$ cat config.mk
export PLATFORM = sky130hd
export DESIGN_NAME = uart_rx_fifo
export DESIGN_NICKNAME = d
export VERILOG_FILES = /design/src/rtl/uart_pkg.sv /design/src/rtl/uart_fifo.sv /design/src/rtl/uart_rx_fifo.sv
export SDC_FILE = /design/constraint.sdc
export NUM_CORES = 1
export LEC_CHECK = 0
export CORE_MARGIN = 2
export CORE_UTILIZATION = 35
export DETAILED_ROUTE_END_ITERATION = 10
export PLACE_DENSITY_LB_ADDON = 0.12
export REMOVE_ABC_BUFFERS = 1
export SLEW_MARGIN = 20
export SYNTH_ARGS = -nofsm -noshare
export SYNTH_HDL_FRONTEND = slang
export SYNTH_HIERARCHICAL = 1
export SYNTH_SLANG_ARGS = --single-unit
export TNS_END_PERCENT = 20
$ cat constraint.sdc
create_clock -name i_clk -period 3.5 [get_ports i_clk]
set_clock_uncertainty 0.05 [all_clocks]
set_input_delay 0.7 -clock i_clk [delete_from_list [all_inputs] [get_ports i_clk]]
set_output_delay 0.7 -clock i_clk [all_outputs]
set_load 0.03 [all_outputs]
$ cat src/rtl/uart_pkg.sv
// Shared encodings for the UART receive path: parity modes and receiver FSM states.
package uart_pkg;

  localparam int PAR_NONE = 0;
  localparam int PAR_EVEN = 1;
  localparam int PAR_ODD  = 2;

  typedef enum logic [2:0] {
    ST_IDLE,
    ST_START,
    ST_DATA,
    ST_PAR,
    ST_STOP,
    ST_BREAK
  } state_t;

  // data_xor is the XOR-reduction of the received data bits.
  function automatic logic parity_bad(input int mode, input logic data_xor, input logic par_bit);
    logic x;
    x = data_xor ^ par_bit;
    return (mode == PAR_ODD) ? ~x : x;
  endfunction

endpackage

$ cat src/rtl/uart_fifo.sv
// First-word fall-through receive FIFO; a pop on an empty FIFO is ignored,
// a push on a full FIFO is accepted only when a pop frees a slot in the same cycle.
module uart_fifo #(
  parameter int DATA_W     = 8,
  parameter int FIFO_DEPTH = 4
) (
  input  logic                               i_clk,
  input  logic                               i_reset,
  input  logic                               i_push,
  input  logic [DATA_W-1:0]                  i_wdata,
  input  logic                               i_pop,
  output logic [DATA_W-1:0]                  o_rdata,
  output logic                               o_empty,
  output logic                               o_full,
  output logic [$clog2(FIFO_DEPTH+1)-1:0]    o_count
);

  localparam int AW = $clog2(FIFO_DEPTH);
  localparam int CW = $clog2(FIFO_DEPTH+1);
  localparam logic [CW-1:0] FULL_CNT = CW'(FIFO_DEPTH);

  logic [DATA_W-1:0] mem_q [FIFO_DEPTH];
  logic [AW-1:0]     wr_ptr_q, rd_ptr_q;
  logic [CW-1:0]     count_q, count_d;
  logic              do_push, do_pop;

  assign o_empty = (count_q == '0);
  assign o_full  = (count_q == FULL_CNT);
  assign do_push = i_push && (!o_full || i_pop);
  assign do_pop  = i_pop && !o_empty;
  assign o_count = count_q;
  assign o_rdata = o_empty ? '0 : mem_q[rd_ptr_q];

  always_comb begin
    count_d = count_q;
    if (do_push && !do_pop)
      count_d = count_q + 1'b1;
    else if (do_pop && !do_push)
      count_d = count_q - 1'b1;
  end

  always_ff @(posedge i_clk) begin
    if (do_push)
      mem_q[wr_ptr_q] <= i_wdata;
  end

  always_ff @(posedge i_clk) begin
    if (i_reset) begin
      wr_ptr_q <= '0;
      rd_ptr_q <= '0;
      count_q  <= '0;
    end else begin
      if (do_push) wr_ptr_q <= wr_ptr_q + 1'b1;
      if (do_pop)  rd_ptr_q <= rd_ptr_q + 1'b1;
      count_q <= count_d;
    end
  end

endmodule

$ cat src/rtl/uart_rx_fifo.sv
// UART receiver with mid-bit sampling, optional parity, 1-2 stop bits and a
// receive FIFO; errors and overruns are reported as one-cycle pulses.
//
// state | meaning
// IDLE  | line idle, waiting for rxs low
// START | counting to the middle of the start bit, then re-checking it
// DATA  | sampling DATA_W data bits, LSB first
// PAR   | sampling the parity bit (skipped when PARITY is none)
// STOP  | sampling STOP_BITS stop bits; good word pushed on exit
// BREAK | stop bit was low; waiting for the line to return high
module uart_rx_fifo
  import uart_pkg::*;
#(
  parameter int DATA_W       = 8,
  parameter int CLKS_PER_BIT = 8,
  parameter int PARITY       = 0,
  parameter int STOP_BITS    = 1,
  parameter int FIFO_DEPTH   = 4
) (
  input  logic                            i_clk,
  input  logic                            i_reset,
  input  logic                            i_datain,
  output logic [DATA_W-1:0]               o_dataout,
  output logic                            o_valid,
  input  logic                            i_ready,
  output logic                            o_parity_err,
  output logic                            o_frame_err,
  output logic                            o_overrun,
  output logic                            o_busy,
  output logic [$clog2(FIFO_DEPTH+1)-1:0] o_count
);

  localparam int TW = $clog2(CLKS_PER_BIT);
  localparam logic [TW-1:0] HALF_LOAD = TW'(CLKS_PER_BIT/2 - 1);
  localparam logic [TW-1:0] BIT_LOAD  = TW'(CLKS_PER_BIT - 1);
  localparam logic [3:0]    LAST_DATA = 4'(DATA_W - 1);
  localparam logic [3:0]    LAST_STOP = 4'(STOP_BITS - 1);

  state_t            state_q;
  logic [1:0]        sync_q;
  logic              rxs;
  logic [TW-1:0]     cnt_q;
  logic [3:0]        bit_q;
  logic [DATA_W-1:0] shift_q;
  logic              bad_q, push_q, perr_q, ferr_q, ovr_q;
  logic              fifo_empty, fifo_full, pop;

  assign rxs = sync_q[1];

  always_ff @(posedge i_clk) begin
    if (i_reset) sync_q <= 2'b11;
    else         sync_q <= {sync_q[0], i_datain};
  end

  always_ff @(posedge i_clk) begin
    if (i_reset) begin
      state_q <= ST_IDLE;
      cnt_q   <= '0;
      bit_q   <= '0;
      shift_q <= '0;
      bad_q   <= 1'b0;
      push_q  <= 1'b0;
      perr_q  <= 1'b0;
      ferr_q  <= 1'b0;
    end else begin
      push_q <= 1'b0;
      perr_q <= 1'b0;
      ferr_q <= 1'b0;
      unique case (state_q)
        ST_IDLE: begin
          if (!rxs) begin
            state_q <= ST_START;
            cnt_q   <= HALF_LOAD;
            bit_q   <= '0;
            bad_q   <= 1'b0;
          end
        end
        ST_START: begin
          if (cnt_q != '0) cnt_q <= cnt_q - 1'b1;
          else if (rxs) state_q <= ST_IDLE;
          else begin
            state_q <= ST_DATA;
            cnt_q   <= BIT_LOAD;
          end
        end
        ST_DATA: begin
          if (cnt_q != '0) cnt_q <= cnt_q - 1'b1;
          else begin
            shift_q <= {rxs, shift_q[DATA_W-1:1]};
            cnt_q   <= BIT_LOAD;
            if (bit_q == LAST_DATA) begin
              bit_q   <= '0;
              state_q <= (PARITY != PAR_NONE) ? ST_PAR : ST_STOP;
            end else begin
              bit_q <= bit_q + 1'b1;
            end
          end
        end
        ST_PAR: begin
          if (cnt_q != '0) cnt_q <= cnt_q - 1'b1;
          else begin
            cnt_q   <= BIT_LOAD;
            state_q <= ST_STOP;
            if (parity_bad(PARITY, ^shift_q, rxs)) begin
              perr_q <= 1'b1;
              bad_q  <= 1'b1;
            end
          end
        end
        ST_STOP: begin
          if (cnt_q != '0) cnt_q <= cnt_q - 1'b1;
          else if (!rxs) begin
            ferr_q  <= 1'b1;
            bad_q   <= 1'b1;
            state_q <= ST_BREAK;
          end else if (bit_q == LAST_STOP) begin
            state_q <= ST_IDLE;
            push_q  <= !bad_q;
          end else begin
            bit_q <= bit_q + 1'b1;
            cnt_q <= BIT_LOAD;
          end
        end
        ST_BREAK: begin
          if (rxs) state_q <= ST_IDLE;
        end
        default: state_q <= ST_IDLE;
      endcase
    end
  end

  // Overrun is judged against the same full/pop view the FIFO uses to drop the word.
  always_ff @(posedge i_clk) begin
    if (i_reset) ovr_q <= 1'b0;
    else         ovr_q <= push_q && fifo_full && !pop;
  end

  assign pop          = o_valid && i_ready;
  assign o_valid      = !fifo_empty;
  assign o_busy       = (state_q != ST_IDLE);
  assign o_parity_err = perr_q;
  assign o_frame_err  = ferr_q;
  assign o_overrun    = ovr_q;

  uart_fifo #(
    .DATA_W     (DATA_W),
    .FIFO_DEPTH (FIFO_DEPTH)
  ) u_fifo (
    .i_clk   (i_clk),
    .i_reset (i_reset),
    .i_push  (push_q),
    .i_wdata (shift_q),
    .i_pop   (pop),
    .o_rdata (o_dataout),
    .o_empty (fifo_empty),
    .o_full  (fifo_full),
    .o_count (o_count)
  );

endmodule

-- After elaboration in Yosys (flattened, before gate mapping)
Memory sizes are Yosys's and may differ from the RTL's. A register that Yosys moved wholly into a read port is not among the register bits.
Index checks and enable logic that the tools add are counted.
- memories kept: 1
- RAM bits: 32
- output and inout bits: 16
- bits in registers: 32
- add/subtract/negate cells: 6
- reductions and logical operators: 33
- mux-type cells: 41
- equality and inequality tests: 22
- bitwise gates (word level): 6
- memory list (name ; words ; bits a word ; read ports ; clocked after memory_dff ; write ports ; line ; RTL):
    u_fifo.mem_q ; 4 ; 8 ; 1 ; 1 ; 1 ; uart_fifo.sv:22 ; logic [DATA_W-1:0] mem_q [FIFO_DEPTH];
- operator list (operator ; count):
    $mux W3 ; 18
    $mux W4 ; 6
    $ne A2 B2 Y1 const B ; 11
    $pmux W3 S6 ; 1
    $ne A3 B3 Y1 const B ; 4
    $pmux W3 S4 ; 1
    $pmux W4 S3 ; 1
    $reduce_and A6 Y1 ; 2
    $reduce_bool A3 Y1 ; 4
    $eq A3 B3 Y1 const B ; 3
    $mux W1 ; 9
    $mux W8 ; 1
    $reduce_and A8 Y1 ; 1
    $reduce_xor A8 Y1 ; 1
    $logic_and A1 B1 Y1 ; 7
    $eq A3 B2 Y1 const B ; 2
    $logic_not A1 Y1 ; 6
    $logic_not A3 Y1 ; 2
    $mux W2 ; 3
    $reduce_or A3 Y1 ; 2
    $sub A3 B1 Y3 const B ; 2
    $not A1 Y1 ; 5
    $reduce_and A5 Y1 ; 1
    $reduce_or A5 Y1 ; 1
    13 further kinds ; 14

-- Longest topological paths before layout
Gate-level depths: netlist of the first run.
- word-level depth: 9
- depth in mapped cells: 11
- mapped depth without buffers: 10

-- Modules after synthesis
The synthesis of the first run kept the hierarchy.
- modules (own cells, without submodules) (module ; area an instance (um2) ; cells an instance ; times used):
    uart_fifo ; 1706.6 ; 100 ; 1
    uart_rx_fifo ; 1318.8 ; 159 ; 1

-- Worst setup path before layout of the first run
OpenSTA, ideal clock, no wires.
- path kind: flip-flop to flip-flop
- start point: register u_fifo.count_q[1], in the netlist u_fifo/o_count[1]
- end point: register u_fifo.count_q[2], in the netlist u_fifo/o_count[2]
- stages on the path, launching flop included: 12
- period minus slack after synthesis: 2.786 ns
- setup slack: 0.714 ns
- data required time: 3.380 ns
- arrival: 2.666 ns
- cells stage by stage: dfxtp_1 -> nor3_1 -> buf_2 -> nor2b_1 -> inv_1 -> a21boi_4 -> ha_1 -> inv_1 -> fa_1 -> xor2_1 -> or3_1 -> a21oi_1
- word-level cells in the longest chain between the ends: 8
- elaborated cells on any way between the ends: 17
- those cells by class: add/sub: 2; eq/ne: 1; mux: 2; reduce/logical: 12
- RTL lines (what ; line ; RTL):
    from (decl) ; uart_fifo.sv:24 ; logic [CW-1:0] count_q, count_d;
    from (signal assigned) ; uart_fifo.sv:55 ; count_q <= count_d;
    $logic_not A3 Y1 * ; uart_fifo.sv:27 ; assign o_empty = (count_q == '0);
    via fifo_empty ; uart_rx_fifo.sv:46 ; logic fifo_empty, fifo_full, pop;
    $logic_not A1 Y1 * ; uart_rx_fifo.sv:139 ; assign o_valid = !fifo_empty;
    $logic_and A1 B1 Y1 * ; uart_rx_fifo.sv:138 ; assign pop = o_valid && i_ready;
    via pop ; uart_rx_fifo.sv:46 ;
    $logic_or A1 B1 Y1 * ; uart_fifo.sv:29 ; assign do_push = i_push && (!o_full || i_pop);
    $logic_and A1 B1 Y1 * ; uart_fifo.sv:29 ;
    via u_fifo.do_push ; uart_fifo.sv:25 ; logic do_push, do_pop;
    $logic_not A1 Y1 ; uart_fifo.sv:38 ; else if (do_pop && !do_push)
    $logic_and A1 B1 Y1 ; uart_fifo.sv:38 ;
    $reduce_bool A2 Y1 (no line) ; n/a ;
The timed path passes the listed nets; every way through them passes the cells marked *. The select of a mux whose other input is x is not followed.
A chain may end at the register's enable or synchronous reset.

==> results of run 1 <==
-- logic make-up (layout without fill, tap and decap cells) --
family / count (synthesis) / in the layout
AND/OR/NAND/NOR: 93 / 93
flip-flops: 66 / 66
adder cells (fa/ha/maj): 10 / 10
AO/OA/AOI/OAI: 38 / 38
XOR/XNOR: 12 / 12
multiplexers: 14 / 14
buffers and inverters: 26 / 51
-- per-stage QoR --
step,std cells,instance area (µm²),setup slack [ns],hold slack (ns)
6_report,389,3515,0.4115,0.3640
2_1_floorplan,245,2950,0.6419,0.3395
5_1_grt,389,3515,0.2476,0.3922
3_5_place_dp,373,3302,0.3347,0.3471
3_3_place_gp,373,3302,0.3636,0.3478
4_1_cts,389,3515,0.3416,0.3668
-- sequential cells by signal, indices dropped and copies added (netlist names), named ones only --
signal	count
shift_q	8
o_overrun	1
sync_q	2
bad_q	1
push_q	1
u_fifo/rd_ptr_q	2
u_fifo/mem_q	32
u_fifo/wr_ptr_q	2
bit_q	4
state_q	3
o_frame_err	1
o_parity_err	1
cnt_q	3
u_fifo/o_count	3
-- worst reg2reg max path: stages (launching register included) --
cell and delay, ns:
dfxtp_1 0.52, nor3_1 0.10, buf_4 0.19, nor2b_1 0.27, inv_1 0.12, a21boi_4 0.24
ha_1 0.23, inv_1 0.06, fa_1 0.37, xor2_1 0.16, or3_1 0.31, a21oi_1 0.14
-- cell type report --
| class | instances | area (µm²) |
|---|---|---|
| Clock buffer | 11 | 152.6 |
| Clock inverter | 5 | 60.06 |
| Fill cell | 799 | 4785 |
| Inverter | 12 | 45.04 |
| Multi-Input combinational cell | 167 | 1264 |
| Sequential cell | 66 | 1642 |
| Tap cell | 105 | 131.4 |
| Timing Repair Buffer | 23 | 220.2 |
-- placed cells by master (no fill, tap or decap), types with 3 or more instances in the layout --
master	n
a21oi_1	17
and2_1	4
buf_4	4
clkbuf_8	9
clkdlybuf4s50_1	19
dfxtp_1	34
edfxtp_1	32
ha_1	9
inv_1	12
mux2i_1	5
mux4_2	8
nand2_1	21
nand2b_1	3
nand3_1	10
nand4_1	3
nor2_1	13
nor2b_1	11
nor3_1	6
o21ai_0	6
or2_2	3
or3_1	3
or4_1	3
xnor2_1	7
xor2_1	4
-- power by group through the flow --
stage	clock network (W)	registers, W	logic, W
after floorplan	0	0.000842	0.0000986
after global placement	0	0.000847	0.000140
after detailed placement	0	0.000847	0.000139
after CTS	0.000698	0.000829	0.000140
after global routing	0.000729	0.000832	0.000156
final	0.000668	0.000830	0.000138
-- worst paths after layout --
path / start / depth (start not counted) / to
hold / removal: sync_q[0]$_SDFF_PP1_ / 1 / sync_q[1]$_SDFF_PP1_
setup / recovery: register / 3 / o_dataout[4]
setup reg to reg: u_fifo/o_count[0]$_SDFFE_PP0P_ / 11 / u_fifo/o_count[2]$_SDFFE_PP0P_
hold reg to reg: sync_q[0]$_SDFF_PP1_ / 1 / sync_q[1]$_SDFF_PP1_
-- per-layer routing --
layer | up-vias | GRT usage (%) | part of all wire (%)
met4 | 0 | 3.900 | 1.3
li1 | 967 | - | -
met5 | - | 0 | 0
met2 | 35 | 20.14 | 48
met1 | 906 | 16.04 | 48
met3 | 6 | 4.552 | 3.1
==> results.json, run 1 <==
{
  "status": "completed",
  "grt_pass1_wl_mm": 9.349,
  "netlist_instances": 259,
  "crit_path_max_fanout": 8,
  "synth_top_family_by_area": "simple AND/OR/NAND/NOR gates",
  "portBuffers": 19,
  "cts_setup_buffers": 0,
  "yosys.area_share.adder_pct": 4.384,
  "yosysTopAreaCell": "edfxtp_1",
  "clkSlewWorstSetupHoldPaths_ns": 0.08,
  "cts_buffers": 9,
  "pwr-share-comb_pct": 8.5,
  "critPathKind": "reg -> out",
  "totalWireLength_mm": 5.488,
  "antenna_left": 0,
  "syn2layout_area_growth_pct": 16.17,
  "dr.pass1.iters": 6,
  "grt_max_degree": 19,
  "ios": 20,
  "vdd_drop_max_mv": 0.1734,
  "worstMarginPinSlew_ns": 0.6296,
  "grt-ovfl-total": 0,
  "htree_levels": 3,
  "arrival_ns": 2.34,
  "hold_violations": 0,
  "synth.most_common_cell": "dfxtp_1",
  "chipWidth_um": 96.98,
  "synthDistinctLibCells": 54,
  "critPathBufInv": 1,
  "synth_xor_area_share_pct": 3.929,
  "post_drt_wl_per_cell_um": 14.11,
  "gp_congestion": 0.7347,
  "drt_iter0_markers": 92,
  "slew_viol_final": 0,
  "yosys_most_used_dff": "dfxtp_1",
  "synth_warnings": 6,
  "clkSinkCount": 66,
  "async_flop_share_pct": 0,
  "ys_top_cells_by_count": "dfxtp_1, edfxtp_1, nand2_1",
  "synth_top_area_share_pct": 31.76,
  "cts_root_buf": "clkbuf_8",
  "rsz0062_at_grt": "no",
  "drc": 0,
  "critPathTopFamily": "flip-flops",
  "cap_violations": 0,
  "ys_seq_area_share_pct": 54.26,
  "power.density_nw_per_um2": 465.6,
  "setup_tns_ns": 0,
  "hp-class": "reg -> reg",
  "power.share.sequential_pct": 50.7,
  "max-slew-margin-rel_pct": 57.87,
  "syn_area_um2": 3025,
  "critPathRequiredTime_ns": 2.75,
  "period_needed_ns": 3.089,
  "hpwl_mm": 3.627,
  "p_leak_nw": 1.186,
  "fmax_ghz": 0.3238,
  "synth_edf_count": 32,
  "power.internal_w": 0.001241,
  "clkPwrFrac_pct": 40.8,
  "synthTopCellsByArea": "edfxtp_1, dfxtp_1, mux4_2",
  "cts.path.max_buffers": 2,
  "fin_util_pct": 42.35,
  "yosys.area_share.simple_pct": 17.08,
  "routed_via_density": 4.920,
  "critical-path-slowest-cell": "dfxtp_1",
  "ys_seq_elements": 66,
  "dr_total_vias": 1914,
  "insertion_delay_ns": 0.34,
  "p_switching_w": 0.0003952,
  "grt_pass1_vias": 1812,
  "muxShareOfSynthArea_pct": 8.106,
  "max_stage_delay_ns": 0.69,
  "core_um2": 8299,
  "syn_avg_cell_area_um2": 11.68,
  "initial_core_util_pct": 36.45,
  "grt_use_total_pct": 12.61,
  "setup_viol": 0,
  "antenna_cells": 0,
  "cp-start-kind": "register",
  "total_power_w": 0.001636,
  "postCtsResizedCells": 0,
  "worst_setup_path_end_kind": "output port",
  "drive_gt1_share_pct": 13.38,
  "final.period_utilization_pct": 88.24,
  "antenna_found_initial": 0,
  "tritoncts": "built",
  "nets": 293,
  "synth_compound_area_share_pct": 8.271,
  "ff2ff_setup_slack_ns": 0.68,
  "swShare_pct": 24.15,
  "dieArea_um2": 9404,
  "die_y_um": 96.98,
  "rows": 33,
  "cp_cell_sequence": "mux4_2 -> nor2b_1 -> clkdlybuf4s50_1",
  "cts_hold_buf": 0
}
Power figures use the tool's default switching activity.
==> run 2: changes to the inputs <==
--- a/config.mk
+++ b/config.mk
@@ -5,8 +5,9 @@
 export SDC_FILE = /design/constraint.sdc
 export NUM_CORES = 1
 export LEC_CHECK = 0
-export CORE_MARGIN = 2
+export ABC_AREA = 1
 export CORE_UTILIZATION = 35
+export CTS_CLUSTER_SIZE = 20
 export DETAILED_ROUTE_END_ITERATION = 10
 export PLACE_DENSITY_LB_ADDON = 0.12
 export REMOVE_ABC_BUFFERS = 1
==> run 2 against run 1 <==
- cell area increased by 3.5%
- global-route usage increased by 0.95 points
- synthesized area increased by 5.0%
- clock power decreased by 20%
- routed wire length increased by 8.0%
- core utilization decreased by 0.83 points
- power increased by 23%
- critical path depth increased by 1
- flip-flop and latch count unchanged
- first-iteration DRC count decreased by 18%
- final cell count increased by 32%
- count of clock-buffer cells in the layout decreased by 1
- largest cell class unchanged
==> results.json, run 2 <==
{
  "rr_worst_depth": 17,
  "antenna_left": 0,
  "cts.path.max_buffers": 2,
  "synth_edf_count": 32,
  "ios": 20,
  "syn_avg_cell_area_um2": 8.494,
  "reg_top3": "u_fifo/mem_q (32), shift_q (8), bit_q (4)",
  "totalWireLength_mm": 5.927,
  "nets": 415,
  "netlist_instances": 374,
  "ys_seq_area_share_pct": 51.67,
  "nFillCells": 903,
  "cp-start-kind": "register",
  "r2r_end": "u_fifo/o_count[2]$_SDFFE_PP0P_",
  "worst_setup_path_end_kind": "output port",
  "syn_area_um2": 3177,
  "vdd_drop_max_mv": 0.2959,
  "ys_seq_elements": 66,
  "crit_path_max_fanout": 17,
  "rsz0062_at_grt": "no",
  "synth_top_area_share_pct": 30.25,
  "fin_util_pct": 41.52,
  "final.period_utilization_pct": 87.83,
  "dr.pass1.iters": 4,
  "clkSlewWorstSetupHoldPaths_ns": 0.07,
  "synth_warnings": 6,
  "routed_via_density": 4.615,
  "place_ws_ns": 0.5047,
  "yosys_most_used_dff": "dfxtp_1",
  "muxShareOfSynthArea_pct": 0,
  "p_leak_nw": 1.449,
  "cap_violations": 0,
  "setup_tns_ns": 0,
  "total_power_w": 0.002005,
  "power.density_nw_per_um2": 551.0,
  "placedInstanceArea_um2": 3477,
  "worstMarginPinSlew_ns": 0.6986,
  "drive_gt1_share_pct": 12.07,
  "htree_levels": 3,
  "synth_xor_area_share_pct": 0.2757,
  "portBuffers": 19,
  "dr_total_vias": 2372,
  "status": "completed",
  "regMostFlops": "u_fifo/mem_q",
  "hpwl_mm": 4.237,
  "tritoncts": "built",
  "drc": 0,
  "multiInputGateArea_um2": 1289,
  "ys_top_cells_by_count": "nand2_1, nor2_1, inv_1",
  "chipWidth_um": 97.27,
  "crit_end": "o_dataout[7]",
  "synth_top_family_by_area": "simple AND/OR/NAND/NOR gates",
  "antenna_found_initial": 0,
  "synthTopCellsByArea": "edfxtp_1, dfxtp_1, nand2_1",
  "post_drt_wl_per_cell_um": 11.53,
  "hp-class": "reg -> reg",
  "rows": 34,
  "setup_viol": 0,
  "synth_compound_area_share_pct": 12.33,
  "hold_violations": 0,
  "initial_core_util_pct": 36.25,
  "max-slew-margin-rel_pct": 53.26,
  "synthDistinctLibCells": 37,
  "antenna_cells": 0,
  "cts_buffers": 9,
  "timing.rr.start": "u_fifo/o_count[0]$_SDFFE_PP0P_",
  "drt_iter0_markers": 75,
  "yosys.area_share.simple_pct": 23.79,
  "final_cell_area_um2": 3638,
  "dieArea_um2": 9461,
  "synth.most_common_cell": "nand2_1",
  "core_um2": 8763,
  "async_flop_share_pct": 0,
  "critPathKind": "reg -> out",
  "die_y_um": 97.27,
  "critPathRequiredTime_ns": 2.75,
  "layout_common_cells": "nand2_1, nor2_1, inv_1",
  "period_needed_ns": 3.074,
  "grt_max_degree": 18,
  "largest_reg_flops": 32,
  "cts_root_buf": "clkbuf_8",
  "syn2layout_area_growth_pct": 14.53,
  "fmax_ghz": 0.3253,
  "final_common_cell": "nand2_1",
  "cts_hold_buf": 0,
  "ff2ff_setup_slack_ns": 0.73,
  "gp_congestion": 0.8210,
  "grt_use_total_pct": 13.57,
  "arrival_ns": 2.32,
  "yosys.area_share.adder_pct": 4.175,
  "clkSinkCount": 66,
  "yosysTopAreaCell": "edfxtp_1",
  "grt_pass1_wl_mm": 10.08,
  "postCtsResizedCells": 0,
  "insertion_delay_ns": 0.34,
  "cts_setup_buffers": 0,
  "register_area_um2": 1642,
  "grt_pass1_vias": 2173,
  "worst_slack_ns": 0.4260,
  "slew_viol_final": 0,
  "grt-ovfl-total": 0
}
[run 2: cell count changes in the layout (fill, tap and decap cells not counted), sizes merged, moves of 12 or more]
cell and delta:
inv +37, nand2 +56, a21oi +13, nor2 +53, nor2b -12, o21ai +26
[run 2: cell type report]
cell class / count / area share [%]
clock inverters: 6 / 0.9285
well taps: 108 / 3.714
inverters: 52 / 5.468
multi-input cells: 250 / 35.42
flip-flops and latches: 66 / 45.12
repair buffers: 22 / 5.846
clock buffers: 10 / 3.508
[run 2: critical path, cell delays in order (launching register included)]
cell,delay [ns]
dfxtp_1,0.71
inv_2,0.27
o21ai_0,0.29
a21oi_1,0.11
clkdlybuf4s50_1,0.60
[run 2: cells by family (layout without fill, tap and decap cells)]
| group | after synthesis | after routing |
|---|---|---|
| AO/OA/AOI/OAI | 70 | 70 |
| flip-flops | 66 | 66 |
| AND/OR/NAND/NOR | 169 | 169 |
| adder cells (fa/ha/maj) | 10 | 10 |
| XOR/XNOR | 1 | 1 |
| buffers and inverters | 58 | 90 |
[run 2: through the flow]
step	hold slack [ns]	instances
floorplan	0.3395	368
global placement	0.3530	498
detailed placement	0.3551	498
CTS	0.3720	514
global route	0.3976	514
finish	0.3643	514
[run 2: power breakdown]
group          leakage [nW]  total (W)  switching (W)  internal, W
combinational         0.765   0.000584       0.000387     0.000196
sequential            0.605   0.000888      0.0000380     0.000850
clock                0.0795   0.000533       0.000283     0.000250
[run 2: worst min path at each step]
| stage | startpoint | end | slack [ns] | depth (start not counted) |
|---|---|---|---|---|
| final | sync_q[0]$_SDFF_PP1_ | sync_q[1]$_SDFF_PP1_ | 0.36 | 1 |
| after global routing | sync_q[0]$_SDFF_PP1_ | sync_q[1]$_SDFF_PP1_ | 0.40 | 1 |
| after CTS | sync_q[0]$_SDFF_PP1_ | sync_q[1]$_SDFF_PP1_ | 0.37 | 1 |
| after detailed placement | sync_q[0]$_SDFF_PP1_ | sync_q[1]$_SDFF_PP1_ | 0.36 | 1 |
| after global placement | sync_q[0]$_SDFF_PP1_ | sync_q[1]$_SDFF_PP1_ | 0.35 | 1 |
| after floorplan | sync_q[0]$_SDFF_PP1_ | sync_q[1]$_SDFF_PP1_ | 0.34 | 1 |
[run 2: routing by layer]
metal	up-vias	track usage [%]	wire length (µm)	part of all wire (%)
met5	-	0	0	0
met2	30	21.56	2817	48
met3	4	4.317	191	3.2
li1	1280	-	-	-
met1	1058	16.99	2867	48
met4	0	5.769	51	0.86
